$ cat config.mk
export PLATFORM = sky130hd
export DESIGN_NAME = fft
export DESIGN_NICKNAME = d
export VERILOG_FILES = /design/src/rtl/fft.sv
export SDC_FILE = /design/constraint.sdc
export NUM_CORES = 2
export LEC_CHECK = 0
export ABC_AREA = 1
export CELL_PAD_IN_SITES_DETAIL_PLACEMENT = 0
export CELL_PAD_IN_SITES_GLOBAL_PLACEMENT = 1
export CORE_UTILIZATION = 42
export DETAILED_ROUTE_END_ITERATION = 8
export GPL_TIMING_DRIVEN = 0
export PLACE_DENSITY = 0.85
export SYNTH_ARGS = -nofsm -noshare
export SYNTH_HDL_FRONTEND = slang
export SYNTH_SLANG_ARGS = --single-unit
export TNS_END_PERCENT = 20
$ cat constraint.sdc
create_clock -name clk -period 7 [get_ports clk]
set_input_delay 1.4 -clock clk [delete_from_list [all_inputs] [get_ports clk]]
set_output_delay 1.4 -clock clk [all_outputs]
set_load 0.02 [all_outputs]
$ cat src/rtl/fft.sv
// fft: 8-point fully parallel radix-2 DIT FFT, three registered butterfly stages, natural-order I/O.
// Define FFT_SAT_EN to saturate, rather than wrap, when narrowing to the output integer width.
module fft #(
   parameter int N                    = 8,
   parameter int INPUT_WORD_WIDTH     = 12,
   parameter int INPUT_INTEGER_WIDTH  = 3,
   parameter int OUTPUT_WORD_WIDTH    = 12,
   parameter int OUTPUT_INTEGER_WIDTH = 5
) (
   input  logic                         clk,
   input  logic                         rst_n,
   input  logic [INPUT_WORD_WIDTH-1:0]  x0_real, x0_imag, x1_real, x1_imag,
   input  logic [INPUT_WORD_WIDTH-1:0]  x2_real, x2_imag, x3_real, x3_imag,
   input  logic [INPUT_WORD_WIDTH-1:0]  x4_real, x4_imag, x5_real, x5_imag,
   input  logic [INPUT_WORD_WIDTH-1:0]  x6_real, x6_imag, x7_real, x7_imag,
   output logic [OUTPUT_WORD_WIDTH-1:0] y0_real, y0_imag, y1_real, y1_imag,
   output logic [OUTPUT_WORD_WIDTH-1:0] y2_real, y2_imag, y3_real, y3_imag,
   output logic [OUTPUT_WORD_WIDTH-1:0] y4_real, y4_imag, y5_real, y5_imag,
   output logic [OUTPUT_WORD_WIDTH-1:0] y6_real, y6_imag, y7_real, y7_imag
);
   localparam int IW = INPUT_WORD_WIDTH;
   localparam int OW = OUTPUT_WORD_WIDTH;
   localparam int SH = (IW - INPUT_INTEGER_WIDTH) - (OW - OUTPUT_INTEGER_WIDTH);
   localparam int W1 = IW + 1;
   localparam int W2 = IW + 2;
   // One guard bit beyond the per-stage growth absorbs the sqrt(2) gain of the W1/W3 rotations.
   localparam int W3 = IW + 4;
   localparam int RW = W3 + 1;
   localparam int PW = W3 + 12;
   localparam logic signed [11:0]    CM   = 12'sd724;
   localparam logic signed [PW-1:0]  PRND = PW'(512);
   localparam logic signed [RW-1:0]  ORND = RW'((1 << SH) >> 1);
   localparam logic signed [RW-1:0]  OMAX = RW'((1 << (OW - 1)) - 1);
   localparam logic signed [RW-1:0]  OMIN = RW'(-(1 << (OW - 1)));
   localparam int BR [8] = '{0, 4, 2, 6, 1, 5, 3, 7};

   generate
      if (N != 8) begin : g_bad_n
         $error("fft: only N = 8 is supported");
      end
      if (SH < 0) begin : g_bad_frac
         $error("fft: output fraction wider than input fraction is not supported");
      end
   endgenerate

   logic signed [IW-1:0] xr [8], xi [8];
   logic signed [W1-1:0] s1_re_d [8], s1_im_d [8], s1_re_q [8], s1_im_q [8];
   logic signed [W2-1:0] s2_re_d [8], s2_im_d [8], s2_re_q [8], s2_im_q [8];
   logic signed [W3-1:0] t_re [4], t_im [4], d_re [8], d_im [8];
   logic [OW-1:0]        y_re_d [8], y_im_d [8], y_re_q [8], y_im_q [8];

   // Multiply by C = 724/1024 and round half-up back to the datapath fraction.
   function automatic logic signed [W3-1:0] twid(input logic signed [W3-1:0] s);
      logic signed [PW-1:0] p;
      p = PW'(s) * PW'(CM) + PRND;
      return W3'(p >>> 10);
   endfunction

   function automatic logic [OW-1:0] narrow(input logic signed [W3-1:0] v);
      logic signed [RW-1:0] r;
      r = (RW'(v) + ORND) >>> SH;
`ifdef FFT_SAT_EN
      if (r > OMAX) return OW'(OMAX);
      if (r < OMIN) return OW'(OMIN);
`endif
      return OW'(r);
   endfunction

   always_comb begin
      xr[0] = x0_real; xi[0] = x0_imag; xr[1] = x1_real; xi[1] = x1_imag;
      xr[2] = x2_real; xi[2] = x2_imag; xr[3] = x3_real; xi[3] = x3_imag;
      xr[4] = x4_real; xi[4] = x4_imag; xr[5] = x5_real; xi[5] = x5_imag;
      xr[6] = x6_real; xi[6] = x6_imag; xr[7] = x7_real; xi[7] = x7_imag;
   end

   // Stage 1: bit-reversed pairs, i.e. x[n] with x[n+4]; all twiddles are W0.
   always_comb begin
      for (int unsigned m = 0; m < 4; m++) begin
         s1_re_d[2*m]   = W1'(xr[BR[2*m]]) + W1'(xr[BR[2*m+1]]);
         s1_im_d[2*m]   = W1'(xi[BR[2*m]]) + W1'(xi[BR[2*m+1]]);
         s1_re_d[2*m+1] = W1'(xr[BR[2*m]]) - W1'(xr[BR[2*m+1]]);
         s1_im_d[2*m+1] = W1'(xi[BR[2*m]]) - W1'(xi[BR[2*m+1]]);
      end
   end

   // Stage 2: span 2, twiddles W0 and W2 = -j (swap and negate only).
   always_comb begin
      for (int unsigned h = 0; h < 2; h++) begin
         s2_re_d[4*h]   = W2'(s1_re_q[4*h]) + W2'(s1_re_q[4*h+2]);
         s2_im_d[4*h]   = W2'(s1_im_q[4*h]) + W2'(s1_im_q[4*h+2]);
         s2_re_d[4*h+2] = W2'(s1_re_q[4*h]) - W2'(s1_re_q[4*h+2]);
         s2_im_d[4*h+2] = W2'(s1_im_q[4*h]) - W2'(s1_im_q[4*h+2]);
         s2_re_d[4*h+1] = W2'(s1_re_q[4*h+1]) + W2'(s1_im_q[4*h+3]);
         s2_im_d[4*h+1] = W2'(s1_im_q[4*h+1]) - W2'(s1_re_q[4*h+3]);
         s2_re_d[4*h+3] = W2'(s1_re_q[4*h+1]) - W2'(s1_im_q[4*h+3]);
         s2_im_d[4*h+3] = W2'(s1_im_q[4*h+1]) + W2'(s1_re_q[4*h+3]);
      end
   end

   // Stage 3: span 1 with W0..W3, then output rounding/narrowing straight into the y registers.
   always_comb begin
      t_re[0] = W3'(s2_re_q[4]);
      t_im[0] = W3'(s2_im_q[4]);
      t_re[1] = twid(W3'(s2_re_q[5]) + W3'(s2_im_q[5]));
      t_im[1] = twid(W3'(s2_im_q[5]) - W3'(s2_re_q[5]));
      t_re[2] = W3'(s2_im_q[6]);
      t_im[2] = -W3'(s2_re_q[6]);
      t_re[3] = twid(W3'(s2_im_q[7]) - W3'(s2_re_q[7]));
      t_im[3] = twid(-(W3'(s2_re_q[7]) + W3'(s2_im_q[7])));
      for (int unsigned k = 0; k < 4; k++) begin
         d_re[k]   = W3'(s2_re_q[k]) + t_re[k];
         d_im[k]   = W3'(s2_im_q[k]) + t_im[k];
         d_re[k+4] = W3'(s2_re_q[k]) - t_re[k];
         d_im[k+4] = W3'(s2_im_q[k]) - t_im[k];
      end
      for (int unsigned k = 0; k < 8; k++) begin
         y_re_d[k] = narrow(d_re[k]);
         y_im_d[k] = narrow(d_im[k]);
      end
   end

   always_ff @(posedge clk or negedge rst_n) begin
      if (!rst_n) begin
         s1_re_q <= '{default: '0};
         s1_im_q <= '{default: '0};
         s2_re_q <= '{default: '0};
         s2_im_q <= '{default: '0};
         y_re_q  <= '{default: '0};
         y_im_q  <= '{default: '0};
      end else begin
         s1_re_q <= s1_re_d;
         s1_im_q <= s1_im_d;
         s2_re_q <= s2_re_d;
         s2_im_q <= s2_im_d;
         y_re_q  <= y_re_d;
         y_im_q  <= y_im_d;
      end
   end

   always_comb begin
      y0_real = y_re_q[0]; y0_imag = y_im_q[0]; y1_real = y_re_q[1]; y1_imag = y_im_q[1];
      y2_real = y_re_q[2]; y2_imag = y_im_q[2]; y3_real = y_re_q[3]; y3_imag = y_im_q[3];
      y4_real = y_re_q[4]; y4_imag = y_im_q[4]; y5_real = y_re_q[5]; y5_imag = y_im_q[5];
      y6_real = y_re_q[6]; y6_imag = y_im_q[6]; y7_real = y_re_q[7]; y7_imag = y_im_q[7];
   end
endmodule

# Word-level counts from Yosys, hierarchy flattened
# Index checks and enable logic that the tools add are counted.
dict set report totals {
  mem_bits_ro 0
  n_memories 0
  latchBits 0
  input_bits 194
  reg_bits 624
  ramBits 0
}
dict set report classes {
  n_eq_ne 0
  n_mux 0
  magnitude_cmp 0
  shift 0
  addsub 74
  div 0
  mul 4
  n_reduce_logical 0
  bitwise 0
}
# cell count
set ops {}
lappend ops {{$add 14x3->14 const B} 16}
lappend ops {{$add 13x13->14} 8}
lappend ops {{$add 14x14->14} 8}
lappend ops {{$sub 13x13->14} 8}
lappend ops {{$sub 14x14->14} 8}
lappend ops {{$add 12x12->13} 8}
lappend ops {{$sub 12x12->13} 8}
lappend ops {{$add 24x11->24 const B} 4}
lappend ops {{$mul 15x9->22 const B} 3}
lappend ops {{$add 14x14->15} 2}
lappend ops {{$sub 14x14->15} 2}
lappend ops {{$mul 16x9->22 const B} 1}
lappend ops {{$neg 15->16} 1}
lappend ops {{$neg 14->14} 1}

# Depth between registers and ports, before layout
dict set report logic_depth {
  word_depth 6
  depth_mapped 52
  mapped_depth_nobuf 52
}

# Least setup slack after synthesis
# OpenSTA, ideal clock, no wires.
dict set report synth_path {
  path_type {flip-flop to flip-flop}
  startpoint {register s2_re_q[0] (netlist name)}
  endpoint {register y_re_q (netlist bit y5_real[11])}
  arrival_ns 7.234
  period_less_slack_ns 7.350
  stages_incl_launch_ff 44
  path_buffers 0
  path_slack_ns -0.350
  t_required_ns 6.883
  cell_sequence {dfrtp_1 -> ha_1 -> fa_1 -> a21oi_1 -> o21ai_0 -> nand2_1 -> o311ai_0 -> nand3_1 -> nand2_1 -> a21boi_0 -> xor2_1 -> ha_1 -> inv_1 -> fa_1 -> inv_1 -> fa_1 -> inv_1 -> fa_1 -> [8 not listed] -> nand2_1 -> inv_1 -> nand2_1 -> nor2_1 -> nand3_1 -> xor2_1 -> inv_1 -> ha_1 -> inv_1 -> ha_1 -> nand2_1 -> o21ai_0 -> nand2_1 -> o2111ai_1 -> xor2_1 -> inv_1 -> nand3_1 -> nand2_1}
}
# element line_no
set synth_lines {}
lappend synth_lines {{end signal, assigned} 135} ;# y_re_q <= y_re_d;
lappend synth_lines {{end, declared} 50} ;# logic [OW-1:0] y_re_d [8], y_im_d [8], y_re_q [8], y_im_q [8];

==> impl_metrics.py <==
metrics = {
    "synth": {
        "mappedNetlistArea_mm2": 0.05720,
        "synth.area.top_cells": "dfrtp_1 27%, ha_1 24%, inv_1 10%, xor2_1 8.2%, fa_1 7.2%",
        "netlist_instances": 6697,
        "synth-seq-area-share": 0.2660,
        "synth_edf_count": 0,
        "ys.flop_type": "dfrtp_1",
        "ys_async_sr_fraction": 1.000,
        "syn_area_per_cell_um2": 8.542,
        "synth_area_leader_cell": "dfrtp_1",
        "synth_nets": 8194,
        "yosys_warnings": 0,
        "synth.distinct_cells": 59,
        "ys_ff_latch": 608,
        "synth_top_area_frac": 0.2660,
    },
    "clocking": {
        "cts_buffer_depth": 3,
        "cts.clk_slew.worst_paths_ps": 70,
        "cts.sinks": 608,
        "cts_tree": "yes",
        "clk_latency_ps": 720,
        "cts_inserted_buffers": 73,
        "htree_levels": 3,
        "cts_root_buf": "clkbuf_16",
    },
    "setup_path": {
        "crit_slowest_cell": "fa_1",
        "critPathMaxStageDelay_ps": 520,
        "required_ps": 7600,
        "crit_family": "adder cells",
        "cp-end-kind": "register",
        "cp.arrival_ps": 8160,
        "critPathMaxFanout": 5,
        "critPathKind": "register to register",
        "cp_num_buf_inv": 10,
        "start_kind": "register",
        "ff2ff_setup_slack_ps": -560,
        "cp_common_cell": "ha_4",
    },
    "cells_and_area": {
        "post-route-util": 0.5541,
        "filler_cell_count": 11750,
        "nets": 9023,
        "syn_to_final_growth_pct": 31.05,
        "final_cell_mix": "1387 x inv_1, 894 x ha_1, 693 x nand2_1, 604 x dfrtp_1, 463 x xor2_1",
        "drive_gt1_frac": 0.1979,
        "final_common_cell": "inv_1",
    },
    "floorplanning": {
        "die-width_um": 371.1,
        "dieHeight_um": 371.1,
        "dieArea_mm2": 0.1377,
        "ios": 386,
        "std_cell_rows": 135,
        "start_util": 0.4228,
        "core_mm2": 0.1353,
    },
    "grt": {
        "grt_start_max_net_pins": 125,
        "grt_pass1_wl_um": 251200,
        "grt_pass1_vias": 46730,
        "grt_remaining_overflow": 0,
        "antenna_found_initial": 34,
        "grtUsageTotal": 0.2351,
    },
    "run_status": {
        "outcome": "finished, violations left",
        "violations": "negative setup slack",
    },
    "drt": {
        "vias_per_cell": 4.907,
        "ant_nets": 0,
        "highest_layer": "met5",
        "met3_length_um": 7829,
        "first_pass_iters": 5,
        "route.detailed.drc": 0,
        "routed_wl_um": 165400,
        "drtIter0Drc": 2519,
        "m1WireLength_um": 70760,
        "route.met2.wl_um": 79930,
        "post_drt_wl_per_cell_um": 17.64,
        "vias": 46030,
    },
    "sta": {
        "fin_crit_ps": 7563,
        "rsz0062_at_grt": "true",
        "fin_crit_sh": 1.080,
        "tightest_slew_ps": 883.0,
        "slew_viol_final": 0,
        "worst_slack_ps": -562.5,
        "final.setup_skew_ps": 44.28,
        "hold_viol_final": 0,
        "clock.fmax_ghz": 0.1322,
        "setup_viol": 40,
        "slew_headroom": 0.4071,
    },
    "place": {
        "gp_congestion": 0.9278,
        "hpwl_um": 129400,
        "place_ws_ps": -1408,
        "portBuffers": 385,
    },
    "worst_hold_path": {
        "min_path_type": "input port to asynchronous set/reset pin",
    },
    "job": {
        "cap_violations": 0,
    },
}
[Yosys cell counts, types with 4 or more instances]
master     instances
o31ai_1           38
ha_1            1097
nor2_1           250
a21oi_1          549
a211oi_1          11
nor3_1            29
xnor2_2            4
o21bai_1          62
nor2_2            11
nand4_1           66
xnor2_1           90
nand2_4            6
nand3_1          166
nand2_2           26
xor2_4             5
a31oi_1           25
fa_1             206
buf_2             17
a21boi_1           9
xor2_1           537
nand3_2            7
a21o_1            20
nor3_2             6
o211ai_1           5
clkbuf_1          42
nand3b_1          23
o2111ai_1         10
o221ai_1           4
nand2_1          852
dfrtp_1          608
o21ai_1           10
a21boi_0          47
and2_1            13
inv_1           1537
o21ai_0          262
nor4_1            10
o21a_1             5
[worst paths after layout]
| check | start | endpoint | cells after the start |
|---|---|---|---|
| worst max-delay path | s2_im_q[0] | y5_real[10] | 42 |
| worst max register to register | s2_im_q[0] | y5_real[10] | 42 |
| min in group clk | s1_im_q[53] | s2_re_q[57] | 2 |
| worst min-delay path | rst_n | y6_imag[9] | 1 |
| worst min register to register | s1_im_q[53] | s2_re_q[57] | 2 |
| max in group asynchronous | rst_n | s2_re_q[0] | 3 |
[through the flow]
step / hold slack [ps] / setup TNS, ps / std cells / area (um2)
2_1_floorplan: 562.2 / -121.5 / 6697 / 57590
3_3_place_gp: 640.8 / - / 8863 / 63670
3_5_place_dp: 645.7 / -59760 / 8868 / 63820
4_1_cts: 611.6 / -6899 / 9250 / 72180
5_1_grt: 645.6 / -27120 / 9371 / 74940
6_report: 638.3 / -10610 / 9381 / 74960
[final cells by class]
| type | instances | area (um2) | area share |
|---|---|---|---|
| multi-input cells | 4486 | 41890 | 0.5588 |
| clock buffers | 98 | 2072 | 0.02764 |
| clock inverters | 37 | 524.3 | 0.006993 |
| plain buffers | 60 | 272.8 | 0.003639 |
| repair buffers | 756 | 6913 | 0.09222 |
| diodes | 14 | 35.03 | 0.0004673 |
| inverters | 1541 | 5811 | 0.07751 |
| well taps | 1781 | 2228 | 0.02973 |
| flip-flops and latches | 608 | 15220 | 0.2030 |
[flip-flops by register name, summed over array words and instances, names as in the netlist, 100 cells and up]
name     count
s1_im_q    100
s1_re_q    100
s2_im_q    108
s2_re_q    108
[routing by layer]
metal  up-vias  global-route usage
met4        34             0.08468
met3       318             0.03884
met1     22010              0.2946
li1      22720                   -
met5         -                   0
met2       952              0.4053
[kinds of logic after synthesis]
group,after synthesis,synth area share
buffers and inverters,1603,0.1057
adders and majority gates,1303,0.3120
and+or+nand+nor,1479,0.1121
AOI/OAI and AO/OA,1067,0.1042
xor gates and xnor gates,637,0.1000
DFF,608,0.2660
[repair_timing]
action	4_1_cts	5_1_grt
hold buffers	0	0
gates cloned	0	1
setup endpoints to repair	82	73
gates resized for setup	747	429
pin swaps	342	412
setup buffers	247	118
Power is left out: the tool's default activity adds up to more than one toggle a clock period on the data nets, which glitch-free logic cannot reach.
